### config.mk
export PLATFORM = sky130hd
export DESIGN_NAME = load_store_unit
export DESIGN_NICKNAME = d
export VERILOG_FILES = /design/src/rtl/load_store_unit.sv
export SDC_FILE = /design/constraint.sdc
export NUM_CORES = 1
export LEC_CHECK = 0
export CAP_MARGIN = 0
export CORE_AREA = 2 2 108 110
export CTS_BUF_LIST = sky130_fd_sc_hd__clkbuf_4 sky130_fd_sc_hd__clkbuf_8
export CTS_CLUSTER_SIZE = 40
export DETAILED_ROUTE_END_ITERATION = 8
export DIE_AREA = 0 0 110 112
export HOLD_SLACK_MARGIN = 0.15
export PLACE_DENSITY = 0.88
export SYNTH_ARGS = -nofsm -noshare
export SYNTH_HDL_FRONTEND = slang
export SYNTH_SLANG_ARGS = --single-unit
export TNS_END_PERCENT = 10
### constraint.sdc
create_clock -name clk -period 2.3 [get_ports clk]
set_clock_uncertainty 0.2 [all_clocks]
set_input_delay 0.23 -clock clk [delete_from_list [all_inputs] [get_ports clk]]
set_output_delay 0.23 -clock clk [all_outputs]
set_load 0.02 [all_outputs]
### src/rtl/load_store_unit.sv
// Load/store unit: accepts one core memory request per three cycles
// (IDLE -> ISSUE -> RESP), drives registered memory strobes during ISSUE and
// returns extended load data or an error flag during RESP.
// Optional build macro: LSU_MISALIGN_TRAP_EN (misaligned halfword/word accesses
// are rejected with rsp_err instead of being passed to memory unchanged).
module load_store_unit #(
  parameter logic [31:0] ADDR_LIMIT = 32'h0000_7D04
) (
  input  logic        clk,
  input  logic        resetn,
  input  logic        req_valid,
  output logic        req_ready,
  input  logic        req_we,
  input  logic [2:0]  req_funct3,
  input  logic [31:0] req_addr,
  input  logic [31:0] req_wdata,
  output logic        rsp_valid,
  output logic [31:0] rsp_rdata,
  output logic        rsp_err,
  output logic        MemWrite,
  output logic        MemRead,
  output logic [2:0]  MemSize,
  output logic [31:0] A_Ram,
  output logic [31:0] WriteData,
  input  logic [31:0] ReadData
);

  typedef enum logic [1:0] {
    StIdle,
    StIssue,
    StResp
  } state_e;

  state_e state_q, state_d;

  // Captured request attributes needed in RESP
  logic        we_q, we_d;
  logic [2:0]  funct3_q, funct3_d;
  logic        err_q, err_d;

  // Registered memory-side outputs
  logic        mem_we_q, mem_we_d;
  logic        mem_re_q, mem_re_d;
  logic [2:0]  mem_size_q, mem_size_d;
  logic [31:0] a_ram_q, a_ram_d;
  logic [31:0] wdata_q, wdata_d;

  // Request decode
  logic        accept;
  logic        funct3_bad;
  logic        store_bad;
  logic        bound_bad;
  logic        misalign_err;
  logic        req_err;
  logic [2:0]  size_bytes;
  logic [32:0] end_addr;
  logic [31:0] a_ram_calc;

  assign req_ready = (state_q == StIdle);
  assign accept    = req_valid && req_ready;

  // Decode legality, access size and memory address of the incoming request
  always_comb begin
    funct3_bad = (req_funct3 == 3'b011) || (req_funct3 == 3'b110) ||
                 (req_funct3 == 3'b111);
    store_bad  = req_we && req_funct3[2];

    unique case (req_funct3[1:0])
      2'b00:   size_bytes = 3'd1;
      2'b01:   size_bytes = 3'd2;
      default: size_bytes = 3'd4;
    endcase

    // 33-bit sum so addresses near 2^32 cannot wrap past the bound check
    end_addr  = {1'b0, req_addr} + {30'd0, size_bytes};
    bound_bad = end_addr > {1'b0, ADDR_LIMIT};

`ifdef LSU_MISALIGN_TRAP_EN
    misalign_err = ((req_funct3[1:0] == 2'b01) && req_addr[0]) ||
                   ((req_funct3[1:0] == 2'b10) && (req_addr[1:0] != 2'b00));
`else
    misalign_err = 1'b0;
`endif

    req_err = funct3_bad || store_bad || bound_bad || misalign_err;

    // Halfword accesses use a halfword-lane address: word index, 0, half select
    if (req_funct3[1:0] == 2'b01) begin
      a_ram_calc = {req_addr[31:2], 1'b0, req_addr[1]};
    end else begin
      a_ram_calc = req_addr;
    end
  end

  // FSM next state: fixed three-cycle sequence once a request is accepted
  always_comb begin
    state_d = state_q;
    unique case (state_q)
      StIdle:  if (accept) state_d = StIssue;
      StIssue: state_d = StResp;
      StResp:  state_d = StIdle;
      default: state_d = StIdle;
    endcase
  end

  // Capture request and prepare memory outputs on the acceptance edge
  always_comb begin
    we_d       = we_q;
    funct3_d   = funct3_q;
    err_d      = err_q;
    mem_size_d = mem_size_q;
    a_ram_d    = a_ram_q;
    wdata_d    = wdata_q;
    // Strobes are single-cycle: only set by an acceptance, cleared otherwise
    mem_we_d   = 1'b0;
    mem_re_d   = 1'b0;

    if (accept) begin
      we_d       = req_we;
      funct3_d   = req_funct3;
      err_d      = req_err;
      mem_size_d = {1'b0, req_funct3[1:0]};
      a_ram_d    = a_ram_calc;
      wdata_d    = req_wdata;
      mem_we_d   = req_we && !req_err;
      mem_re_d   = !req_we && !req_err;
    end
  end

  // State and request registers, asynchronously cleared
  always_ff @(posedge clk or negedge resetn) begin
    if (!resetn) begin
      state_q    <= StIdle;
      we_q       <= 1'b0;
      funct3_q   <= 3'b000;
      err_q      <= 1'b0;
      mem_we_q   <= 1'b0;
      mem_re_q   <= 1'b0;
      mem_size_q <= 3'b000;
      a_ram_q    <= 32'd0;
      wdata_q    <= 32'd0;
    end else begin
      state_q    <= state_d;
      we_q       <= we_d;
      funct3_q   <= funct3_d;
      err_q      <= err_d;
      mem_we_q   <= mem_we_d;
      mem_re_q   <= mem_re_d;
      mem_size_q <= mem_size_d;
      a_ram_q    <= a_ram_d;
      wdata_q    <= wdata_d;
    end
  end

  assign MemWrite  = mem_we_q;
  assign MemRead   = mem_re_q;
  assign MemSize   = mem_size_q;
  assign A_Ram     = a_ram_q;
  assign WriteData = wdata_q;

  // Response: ReadData is valid during RESP; extend it per the captured funct3
  always_comb begin
    rsp_valid = (state_q == StResp);
    rsp_err   = rsp_valid && err_q;
    rsp_rdata = 32'd0;
    if (rsp_valid && !err_q && !we_q) begin
      unique case (funct3_q)
        3'b000:  rsp_rdata = {{24{ReadData[7]}}, ReadData[7:0]};
        3'b100:  rsp_rdata = {24'd0, ReadData[7:0]};
        3'b001:  rsp_rdata = {{16{ReadData[15]}}, ReadData[15:0]};
        3'b101:  rsp_rdata = {16'd0, ReadData[15:0]};
        3'b010:  rsp_rdata = ReadData;
        default: rsp_rdata = 32'd0;
      endcase
    end
  end

endmodule

==> reports/qor.yml <==
diodes: 0
hold_slack_ps: 170
r2r_end: "MemRead"
power_density_mw_per_mm2: 694
cp-start-kind: "input port"
drive_gt1_frac: 0.382
die_area_mm2: 0.0123
ys_seq_area_frac: 0.456
post-synth-top-count-cell: "dfrtp_1"
grtUsageTotal: 0.214
relSlewSlack: 0.382
critical_path_class: "in2reg"
synth_area_leaders: "dfrtp_1, mux2_2, a21oi_1"
cts.clk_slew.worst_paths_ps: 80
drt-pass1-iter-count: 4
ios: 207
gp_congestion: 0.879
min_path_cells: 3
worstHoldPathType: "in2reg"
r2r_cells: 7
area_growth_pct: 80.2
ant_nets: 0
drv_cap: 0
required_ps: 2350
fin_util: 0.647
routed_wl_mm: 14.3
synth.net_count: 497
cts_sinks: 73
io_buffers: 205
cts_tree: "yes"
setup_ws_ps: -237
hpwl_mm: 10.2
final_cells: 828
min-delay-start: "req_addr[15]"
drtIter0Drc: 218
finalSetupViolCount: 3
cts_buffer_depth: 2
first_global_vias: 4319
drv_slew: 0
via_per_inst: 5.15
fillers: 866
yosys.area.top_type_share: 0.456
die_w_um: 110
drc_errors: 0
rows: 39
initial_core_util: 0.359
yosys.area.top_type: "dfrtp_1"
synth_edf_count: 0
postPlaceCellArea_mm2: 0.00680
vdd_drop_max_v: 0.000466
cts_max_level: 3
synth-main-ff-cell: "dfrtp_1"
crit_path_max_fanout: 4
max_freq_mhz: 394
synth-warning-count: 0
dp.cells: 795
r2r_start: "state_q[1]"
min_period_over_period: 1.10
via_count: 4267
post_drt_wl_per_cell_um: 17.3
cts_buffers: 9
grt_max_degree: 74
async_reset_ff_frac: 1.00
status: "complete, but fails checks"
report.final.hold_viol_count: 0
synth_cells: 389
rsz0062_at_grt: "yes"
core_area_mm2: 0.0112
fp.dieH_um: 112
p_leak_nw: 3.03
fin_crit_ps: 2540
grt-ovfl-total: 0
syn_avg_cell_area_um2: 10.3
clock_latency_ps: 360
tns_ps: -622
r2r_slack_ps: -80
hold_end: "A_Ram[15]"
synth.distinct_cells: 52
clockRootBuffer: "clkbuf_8"
syn-cell-area_mm2: 0.00401
endpoint_kind: "register"
violations: "negative setup slack"
worstMarginPinSlew_ps: 927
antenna_found_initial: 0
fin_nets: 788
critPathArrivalTime_ps: 2590
ys_ff_latch: 73
synth_commonest_cells: "dfrtp_1, mux2_2, a21oi_1"
grt_pass1_wl_mm: 20.6
finalInstanceArea_mm2: 0.00723
[cell usage in the layout (no fill, tap or decap), drive strengths merged, types with 5 or more instances in the layout]
master and n:
nand3 14, dlygate4sd3 8, nand2b 5, nor4 6
nand4 5, a21oi 42, o21ai 8, dfrtp 73
clkdlybuf4s15 8, nor2 28, inv 8, clkdlybuf4s50 143
nor3 13, nand2 32, mux2 68, dlygate4sd2 15
buf 117, clkbuf 18, and2 12
[critical path, cell delays in order]
cell	delay (ps)
buf_8	110
nand2b_4	150
ha_4	210
nand2b_4	140
a21o_1	190
or4_4	430
nor2_1	170
a21oi_1	80
or4_4	600
nor4_2	280
[through the flow]
stage                     setup WS, ps  total power, W
after detailed placement         -1090         0.00393
after global routing              -272         0.00526
after floorplan                   -421         0.00277
final                             -237         0.00502
after global placement            -979         0.00385
after CTS                         -127         0.00499
[flip-flops by register name, summed over array words and instances, names as in the netlist]
| register | cells |
|---|---|
| A_Ram | 32 |
| WriteData | 32 |
| funct3_q | 3 |
| state_q | 2 |
| MemRead | 1 |
| MemWrite | 1 |
| err_q | 1 |
| we_q | 1 |
[how the worst max path moves through the flow]
stage | startpoint | endpoint | slack, ps | cells past startpoint
6_report | req_funct3[1] | MemRead | -240 | 10
5_1_grt | req_addr[17] | MemRead | -270 | 8
4_1_cts | req_funct3[1] | err_q | -130 | 11
3_5_place_dp | req_funct3[1] | err_q | -1090 | 10
3_3_place_gp | req_funct3[1] | err_q | -980 | 10
2_1_floorplan | req_funct3[0] | err_q | -420 | 10
[power breakdown]
group	switching (W)	internal (W)
clock	0.000519	0.000517
sequential	0.000185	0.00160
combinational	0.00102	0.00118
total	0.00172	0.00330
[kinds of logic (layout without fill, tap and decap cells)]
group | Yosys count | after routing | synth area share
compound gates | 73 | 73 | 0.108
xor+xnor | 3 | 3 | 0.00655
fa+ha+maj | 5 | 5 | 0.0175
buf+inv | 28 | 324 | 0.0318
flops | 73 | 73 | 0.456
mux | 71 | 71 | 0.198
other cells | 1 | 1 | 0.000935
simple gates | 135 | 135 | 0.181
[timing repair]
item | 4_1_cts | 5_1_grt
gates cloned | 0 | 1
pin swaps | 17 | 17
hold buffers | 5 | 3
endpoints found under the setup margin | 36 | 38
buffers inserted | 5 | 3
endpoints found under the hold margin | 77 | 3
resized for setup | 172 | 63
[metal layers]
| metal | GRT usage | vias up | wire, um |
|---|---|---|---|
| met3 | 0.0533 | 36 | 1040 |
| met5 | 0 | - | 0 |
| met4 | 0.0945 | 0 | 457 |
| li1 | - | 1978 | - |
| met2 | 0.399 | 183 | 7700 |
| met1 | 0.220 | 2070 | 5140 |
[cell type report]
| class | instances | area (um^2) | share of cell area |
|---|---|---|---|
| tap | 143 | 179 | 0.0248 |
| sequential | 73 | 1830 | 0.253 |
| multi-input combinational | 288 | 2320 | 0.320 |
| inverter | 7 | 26.3 | 0.00364 |
| timing repair buffer | 301 | 2680 | 0.371 |
| clock inverter | 6 | 67.6 | 0.00935 |
| clock buffer | 10 | 131 | 0.0182 |
(Power assumes the default switching activity.)
